`config.mk`:
```
export PLATFORM = sky130hd
export DESIGN_NAME = gradient_map_scheduler_flat
export DESIGN_NICKNAME = d
export VERILOG_FILES = /design/src/rtl/gradient_map_scheduler_pkg.sv /design/src/rtl/gradient_map_scheduler_if.sv /design/src/rtl/gradient_map_scheduler_alu.sv /design/src/rtl/gradient_map_scheduler.sv /design/src/flat_wrapper.sv
export SDC_FILE = /design/constraint.sdc
export NUM_CORES = 1
export LEC_CHECK = 0
export CAP_MARGIN = 40
export CORE_MARGIN = 8
export CORE_UTILIZATION = 50
export CTS_BUF_LIST = sky130_fd_sc_hd__clkbuf_8
export CTS_CLUSTER_DIAMETER = 200
export DETAILED_ROUTE_END_ITERATION = 10
export PLACE_DENSITY = 0.84
export RECOVER_POWER = 100
export SKIP_LAST_GASP = 1
export SLEW_MARGIN = 20
export SYNTH_ARGS = -nofsm -noshare
export SYNTH_HDL_FRONTEND = slang
export SYNTH_SLANG_ARGS = --single-unit
```
`constraint.sdc`:
```
create_clock -name clk -period 6.25 [get_ports clk]
set_clock_uncertainty 0.15 [all_clocks]
set_input_delay 1.25 -clock clk [delete_from_list [all_inputs] [get_ports clk]]
set_output_delay 1.25 -clock clk [all_outputs]
set_load 0.005 [all_outputs]
```
`src/rtl/gradient_map_scheduler_pkg.sv`:
```
// Shared types for the gradient-map scheduler: FSM states, RMW op kinds and
// the default cell format.
package gmap_pkg;

    localparam int CELL_BITS = 8;

    typedef enum logic [1:0] {ARB, WR, CLR} state_e;
    typedef enum logic {EVENT, DECAY} op_e;

    typedef logic signed [CELL_BITS-1:0] cell_t;

    localparam cell_t VAL_MAX = {1'b0, {(CELL_BITS-1){1'b1}}};
    localparam cell_t VAL_MIN = {1'b1, {(CELL_BITS-1){1'b0}}};

endpackage

```
`src/rtl/gradient_map_scheduler_if.sv`:
```
// Event-request and map-RAM bus between the scheduler and its surroundings.
interface gradient_map_scheduler_if #(
    parameter int GRID_BITS = 4,
    parameter int VAL_BITS  = 8
);
    logic [GRID_BITS-1:0]        ev_x;
    logic [GRID_BITS-1:0]        ev_y;
    logic                        ev_pol;
    logic                        ev_valid;
    logic                        ev_ready;
    logic [2*GRID_BITS-1:0]      mem_addr;
    logic                        mem_rd_en;
    logic signed [VAL_BITS-1:0]  mem_rdata;
    logic                        mem_wr_en;
    logic signed [VAL_BITS-1:0]  mem_wdata;

    modport master (
        input  ev_x, ev_y, ev_pol, ev_valid, mem_rdata,
        output ev_ready, mem_addr, mem_rd_en, mem_wr_en, mem_wdata
    );

    modport slave (
        output ev_x, ev_y, ev_pol, ev_valid, mem_rdata,
        input  ev_ready, mem_addr, mem_rd_en, mem_wr_en, mem_wdata
    );
endinterface

```
`src/rtl/gradient_map_scheduler_alu.sv`:
```
// Cell update for one RMW: saturating +/-1 for events, magnitude-proportional
// decay toward zero (minimum step 1) for the sweep.
module gmap_cell_alu
    import gmap_pkg::*;
#(
    parameter int VAL_BITS    = 8,
    parameter int DECAY_SHIFT = 3
) (
    input  op_e                        op,
    input  logic                       pol,
    input  logic signed [VAL_BITS-1:0] old_val,
    output logic signed [VAL_BITS-1:0] new_val
);
    localparam logic signed [VAL_BITS-1:0] VMAX = {1'b0, {(VAL_BITS-1){1'b1}}};
    localparam logic signed [VAL_BITS-1:0] VMIN = {1'b1, {(VAL_BITS-1){1'b0}}};

    // One extra bit so that |VMIN| is representable.
    logic signed [VAL_BITS:0] ext, mag, step, sum;

    always_comb begin
        ext  = {old_val[VAL_BITS-1], old_val};
        mag  = old_val[VAL_BITS-1] ? -ext : ext;
        step = mag >>> DECAY_SHIFT;
        if (step == '0)
            step = {{VAL_BITS{1'b0}}, 1'b1};
        sum  = old_val[VAL_BITS-1] ? ext + step : ext - step;

        new_val = old_val;
        if (op == EVENT) begin
            if (pol)
                new_val = (old_val == VMAX) ? VMAX : old_val + VAL_BITS'(1);
            else
                new_val = (old_val == VMIN) ? VMIN : old_val - VAL_BITS'(1);
        end else if (old_val != '0) begin
            new_val = VAL_BITS'(sum);
        end
    end
endmodule

```
`src/rtl/gradient_map_scheduler.sv`:
```
// Single-port gradient-map RAM arbiter: event RMW, periodic decay sweep RMW and
// a full-map clear, with round-robin between events and decay.
module gradient_map_scheduler
    import gmap_pkg::*;
#(
    parameter int GRID_BITS    = 4,
    parameter int VAL_BITS     = 8,
    parameter int DECAY_PERIOD = 65536,
    parameter int DECAY_SHIFT  = 3
) (
    input  logic clk,
    input  logic rst,
    gradient_map_scheduler_if.master bus,
    input  logic clear_req,
    output logic sweep_active,
    output logic clear_busy,
    output logic sweep_done,
    output logic decay_overrun
);
    localparam int AW = 2 * GRID_BITS;
    localparam int TW = $clog2(DECAY_PERIOD);
    localparam logic [AW-1:0] LAST = '1;

    state_e                     state_q, state_nx;
    op_e                        op_q, last_grant;
    logic                       pol_q;
    logic [AW-1:0]              addr_q, sweep_ptr;
    logic [TW-1:0]              timer;
    logic                       decay_pending, clear_pending;
    logic                       tick, dreq, ev_gnt, dc_gnt, clr_gnt;
    logic signed [VAL_BITS-1:0] alu_out;

    gmap_cell_alu #(.VAL_BITS(VAL_BITS), .DECAY_SHIFT(DECAY_SHIFT)) u_alu (
        .op      (op_q),
        .pol     (pol_q),
        .old_val (bus.mem_rdata),
        .new_val (alu_out)
    );

    assign tick          = (timer == TW'(DECAY_PERIOD - 1));
    assign decay_overrun = tick & (decay_pending | sweep_active);

    always_comb begin
        state_nx      = state_q;
        dreq          = decay_pending | sweep_active;
        ev_gnt        = 1'b0;
        dc_gnt        = 1'b0;
        clr_gnt       = 1'b0;
        bus.ev_ready  = 1'b0;
        bus.mem_rd_en = 1'b0;
        bus.mem_wr_en = 1'b0;
        bus.mem_addr  = '0;
        bus.mem_wdata = '0;
        sweep_done    = 1'b0;
        clear_busy    = 1'b0;
        // Gated by rst so outputs fall the moment reset asserts, even mid-RMW.
        if (!rst) begin
            case (state_q)
                ARB: begin
                    if (clear_pending || clear_req) begin
                        clr_gnt  = 1'b1;
                        state_nx = CLR;
                    end else if (bus.ev_valid && (!dreq || last_grant == DECAY)) begin
                        ev_gnt        = 1'b1;
                        bus.ev_ready  = 1'b1;
                        bus.mem_rd_en = 1'b1;
                        bus.mem_addr  = {bus.ev_y, bus.ev_x};
                        state_nx      = WR;
                    end else if (dreq) begin
                        dc_gnt        = 1'b1;
                        bus.mem_rd_en = 1'b1;
                        bus.mem_addr  = sweep_ptr;
                        state_nx      = WR;
                    end
                end
                WR: begin
                    bus.mem_wr_en = 1'b1;
                    bus.mem_addr  = addr_q;
                    bus.mem_wdata = alu_out;
                    sweep_done    = (op_q == DECAY) && (addr_q == LAST);
                    state_nx      = ARB;
                end
                CLR: begin
                    bus.mem_wr_en = 1'b1;
                    bus.mem_addr  = addr_q;
                    clear_busy    = 1'b1;
                    if (addr_q == LAST)
                        state_nx = ARB;
                end
                default: state_nx = ARB;
            endcase
        end
    end

    always_ff @(posedge clk or posedge rst) begin
        if (rst) begin
            state_q       <= ARB;
            op_q          <= EVENT;
            last_grant    <= EVENT;
            pol_q         <= 1'b0;
            addr_q        <= '0;
            sweep_ptr     <= '0;
            timer         <= '0;
            decay_pending <= 1'b0;
            clear_pending <= 1'b0;
            sweep_active  <= 1'b0;
        end else begin
            state_q <= state_nx;
            timer   <= tick ? '0 : timer + TW'(1);

            if (clr_gnt)
                clear_pending <= 1'b0;
            else if (clear_req)
                clear_pending <= 1'b1;

            if (ev_gnt) begin
                op_q       <= EVENT;
                pol_q      <= bus.ev_pol;
                addr_q     <= {bus.ev_y, bus.ev_x};
                last_grant <= EVENT;
            end
            if (dc_gnt) begin
                op_q          <= DECAY;
                addr_q        <= sweep_ptr;
                last_grant    <= DECAY;
                sweep_active  <= 1'b1;
                decay_pending <= 1'b0;
            end
            if (state_q == CLR)
                addr_q <= addr_q + AW'(1);

            if (state_q == WR && op_q == DECAY) begin
                if (addr_q == LAST) begin
                    sweep_ptr    <= '0;
                    sweep_active <= 1'b0;
                end else begin
                    sweep_ptr <= sweep_ptr + AW'(1);
                end
            end

            // A clear abandons the sweep; the timer keeps running regardless.
            if (clr_gnt) begin
                addr_q        <= '0;
                sweep_ptr     <= '0;
                sweep_active  <= 1'b0;
                decay_pending <= 1'b0;
            end
            if (tick && !decay_pending && !sweep_active)
                decay_pending <= 1'b1;
        end
    end
endmodule

```
`src/flat_wrapper.sv`:
```
// flat-port wrapper written by rule: the top's interface ports become plain ports
module gradient_map_scheduler_flat import gmap_pkg::*;
#(
    parameter int GRID_BITS    = 4,
    parameter int VAL_BITS     = 8,
    parameter int DECAY_PERIOD = 65536,
    parameter int DECAY_SHIFT  = 3
)
  (clk, rst, clear_req, sweep_active, clear_busy, sweep_done, decay_overrun, bus_ev_x, bus_ev_y, bus_ev_pol, bus_ev_valid, bus_mem_rdata, bus_ev_ready, bus_mem_addr, bus_mem_rd_en, bus_mem_wr_en, bus_mem_wdata);
  gradient_map_scheduler_if #(.GRID_BITS(GRID_BITS), .VAL_BITS(VAL_BITS)) bus_i ();
  input  logic clk;
  input  logic rst;
  input  logic clear_req;
  output logic sweep_active;
  output logic clear_busy;
  output logic sweep_done;
  output logic decay_overrun;
  input wire logic [$bits(bus_i.ev_x)-1:0] bus_ev_x;
  input wire logic [$bits(bus_i.ev_y)-1:0] bus_ev_y;
  input wire logic [$bits(bus_i.ev_pol)-1:0] bus_ev_pol;
  input wire logic [$bits(bus_i.ev_valid)-1:0] bus_ev_valid;
  input wire logic [$bits(bus_i.mem_rdata)-1:0] bus_mem_rdata;
  output wire logic [$bits(bus_i.ev_ready)-1:0] bus_ev_ready;
  output wire logic [$bits(bus_i.mem_addr)-1:0] bus_mem_addr;
  output wire logic [$bits(bus_i.mem_rd_en)-1:0] bus_mem_rd_en;
  output wire logic [$bits(bus_i.mem_wr_en)-1:0] bus_mem_wr_en;
  output wire logic [$bits(bus_i.mem_wdata)-1:0] bus_mem_wdata;
  assign bus_i.ev_x = bus_ev_x;
  assign bus_i.ev_y = bus_ev_y;
  assign bus_i.ev_pol = bus_ev_pol;
  assign bus_i.ev_valid = bus_ev_valid;
  assign bus_i.mem_rdata = bus_mem_rdata;
  assign bus_ev_ready = bus_i.ev_ready;
  assign bus_mem_addr = bus_i.mem_addr;
  assign bus_mem_rd_en = bus_i.mem_rd_en;
  assign bus_mem_wr_en = bus_i.mem_wr_en;
  assign bus_mem_wdata = bus_i.mem_wdata;
  gradient_map_scheduler #(.GRID_BITS(GRID_BITS), .VAL_BITS(VAL_BITS), .DECAY_PERIOD(DECAY_PERIOD), .DECAY_SHIFT(DECAY_SHIFT)) u_core (.clk(clk), .rst(rst), .bus(bus_i), .clear_req(clear_req), .sweep_active(sweep_active), .clear_busy(clear_busy), .sweep_done(sweep_done), .decay_overrun(decay_overrun));
endmodule
```
==> impl_metrics.env <==
export IMPL_status="finished, violations left"
export IMPL_failed_checks="capacitance limit, slew limit"
export IMPL_grtUsageMet2_pct=36.7
export IMPL_finalSetupTns_ns=0
export IMPL_post_drt_wl_per_cell_um=18.3
export IMPL_rsz0062_at_grt="yes"
export IMPL_placedCellCount=555
export IMPL_synthCells=415
export IMPL_cp_end_kind="primary output"
export IMPL_cts_hold_fix_buffers=0
export IMPL_busiest_layer="met2"
export IMPL_cts_sinks=39
export IMPL_synth_edff_count=0
export IMPL_grt_max_degree=40
export IMPL_die_x_um=98.4
export IMPL_insertion_delay_ns=0.30
export IMPL_fin_util_pct=62.9
export IMPL_r2r_cells=7
export IMPL_dpl_worst_slack_ns=-0.355
export IMPL_p_per_area_mw_per_mm2=258
export IMPL_crit_fanout=3
export IMPL_ys_ff_latch=39
export IMPL_cp_endpoint="bus_mem_wdata[7]"
export IMPL_crit_type="input pin to primary output"
export IMPL_period_share_pct=99.3
export IMPL_routed_wl_um=10300
export IMPL_r2r_slack_ns=2.86
export IMPL_cts_root_buf="clkbuf_8"
export IMPL_p_leak_nw=1.87
export IMPL_ctsResizeCount=10
export IMPL_finalHoldViolations=0
export IMPL_startpoint="bus_mem_rdata[0]"
export IMPL_critPathRequiredTime_ns=4.85
export IMPL_max_slew_margin_pct=-41.9
export IMPL_dieArea_mm2=0.00968
export IMPL_ys_flop_type="dfrtp_1"
export IMPL_core_area_mm2=0.00668
export IMPL_num_vias=3597
export IMPL_drt_first_pass_iters=5
export IMPL_io_pins=44
export IMPL_finalHoldWorstSlack_ns=0.326
export IMPL_htree_num_levels=2
export IMPL_drtIter0Drc=300
export IMPL_portBuffers=43
export IMPL_critPathLaunchType="input pin"
export IMPL_max_clock_path_buffers=2
export IMPL_instances_no_fill=564
export IMPL_grt_util_met3_pct=3.13
export IMPL_layout_drive_gt1_share_pct=12.4
export IMPL_async_reset_ff_share_pct=100
export IMPL_rr_endpoint="u_core.addr_q[2]$_DFFE_PP0P_"
export IMPL_critPathArrivalTime_ns=4.81
export IMPL_finalCriticalPeriod_ns=6.21
export IMPL_drv_slew=40
export IMPL_setup_slack_ns=0.0416
export IMPL_r2r_start="u_core.state_q[0]$_DFFE_PP0P_"
export IMPL_die_y_um=98.4
export IMPL_drc=0
export IMPL_diodes=0
export IMPL_antenna_left=0
export IMPL_fmax_mhz=161
export IMPL_track_usage_pct=20.9
export IMPL_synthDistinctLibCells=72
export IMPL_drv_cap=1
export IMPL_max_slew_worst_pin_slew_ns=2.13
export IMPL_antenna_found_initial=0
export IMPL_vias_per_cell=6.38
export IMPL_cts_setup_buffers=0
export IMPL_gp_congestion=1.05
export IMPL_grt_use_met1_pct=25.2
export IMPL_grt_pass1_wl_um=16800
export IMPL_ir_drop_mv=0.199
export IMPL_syn_to_final_growth_pct=23.8
export IMPL_synth_seq_area_share_pct=28.8
export IMPL_numCtsBuffers=5
export IMPL_finalSetupViolCount=0
export IMPL_start_util_pct=50.8
export IMPL_path_clk_slew_ns=0.08
export IMPL_syn_area_per_cell_um2=8.17
export IMPL_grt_pass1_vias=3480
export IMPL_synth_warnings=0
export IMPL_cts_tree="done"
export IMPL_hp_class="flop to flop"
export IMPL_overflow=0
export IMPL_synth_area_mm2=0.00339
export IMPL_fin_nets=523
export IMPL_syn_num_nets=455
export IMPL_rows=30
export IMPL_dp_final_hpwl_um=7710
cell families (layout without fill, tap and decap cells):
logic type,after synthesis,count (layout),share of synthesized area [%]
simple gates,177,177,28.3
compound gates,122,122,24.7
flops,39,39,28.8
buf+inv,31,100,3.80
xor+xnor,22,22,5.68
fa+ha+maj,19,19,7.23
mux,5,5,1.51
cell usage after synthesis (5+ instances only):
master	number	area, um^2
nand2_1	43	161
dfrtp_1	39	976
nor2_1	35	131
a21oi_1	24	120
o21ai_0	20	100
ha_1	18	225
nor3_1	17	85.1
nand3_1	16	80.1
xor2_1	12	105
inv_1	11	41.3
clkbuf_1	10	37.5
xnor2_1	10	87.6
a2bb2oi_1	9	78.8
and4_1	9	78.8
nand4_1	8	50.1
nor2b_1	8	50.1
a211oi_1	7	52.6
a21o_1	7	52.6
or3_1	7	43.8
a22oi_1	6	45.0
buf_2	6	30.0
a31oi_1	5	31.3
and3_1	5	31.3
nand2b_1	5	31.3
o21a_1	5	37.5
o22ai_1	5	31.3
worst max-delay path: stages:
cell and delay (ns):
clkdlybuf4s50_1 0.42, inv_1 0.08, ha_2 0.20, or3b_4 0.39, o21ai_1 0.15, o21ai_1 0.09
o21a_1 0.20, ha_1 0.26, nor2_1 0.15, a21oi_2 0.05, ha_1 0.30, a211o_1 0.32
o211ai_1 0.11, a21oi_1 0.14, a2111o_1 0.42, o311ai_0 0.10, clkbuf_2 0.18
state kept, by name, summed over array words and instances (netlist names):
name and flops:
u_core.timer 16, u_core.decay_pending 1, u_core.state_q 2, u_core.addr_q 8, u_core.sweep_ptr 8, u_core.clear_pending 1, u_core.op_q 1, u_core.pol_q 1
u_core.sweep_active 1
per-layer routing:
layer,routed length (um),up-vias
met5,0,-
met1,4140,1698
met3,780,31
li1,-,1680
met4,303,0
met2,5120,188
final cells by class:
cell class / instances / area [um^2]
Clock buffer: 5 / 68.8
Clock inverter: 3 / 46.3
Fill cell: 587 / 2480
Inverter: 13 / 50.0
Multi-Input combinational cell: 345 / 2270
Sequential cell: 39 / 976
Tap cell: 80 / 100
Timing Repair Buffer: 79 / 692
how the worst min path moves through the flow:
stage,start,end,slack (ns),depth (start not counted)
detailed placement,u_core.timer[4]$_DFF_PP0_,u_core.timer[4]$_DFF_PP0_,0.31,1
finish,u_core.timer[4]$_DFF_PP0_,u_core.timer[4]$_DFF_PP0_,0.33,1
CTS,u_core.timer[4]$_DFF_PP0_,u_core.timer[4]$_DFF_PP0_,0.33,1
global placement,u_core.timer[4]$_DFF_PP0_,u_core.timer[4]$_DFF_PP0_,0.31,1
floorplan,u_core.timer[4]$_DFF_PP0_,u_core.timer[4]$_DFF_PP0_,0.29,1
global route,u_core.timer[4]$_DFF_PP0_,u_core.timer[4]$_DFF_PP0_,0.34,1
report_power, final:
part           total (mW)  switching, mW  internal (mW)  leakage, nW
Combinational       0.495          0.268          0.227         1.30
Clock               0.216         0.0956          0.120       0.0548
Sequential          0.371         0.0776          0.294        0.513
stage by stage:
| step | area [um^2] | total power, mW |
|---|---|---|
| floorplan | 3390 | 0.678 |
| global placement | 4110 | 0.842 |
| detailed placement | 4110 | 0.864 |
| CTS | 4240 | 1.08 |
| global route | 4200 | 1.15 |
| finish | 4200 | 1.08 |
layout by cell type, fill, tap and decap left out, types with 10 or more instances in the layout:
cell,synthesis,routed
a21oi_1,24,23
buf_4,0,32
clkdlybuf4s50_1,0,24
dfrtp_1,39,39
dlygate4sd3_1,0,14
ha_1,18,17
inv_1,11,11
nand2_1,43,44
nand3_1,16,16
nor2_1,35,35
nor3_1,17,16
o21ai_0,20,21
xnor2_1,10,10
xor2_1,12,12
Note: power is estimated with default switching activity, not from simulation.
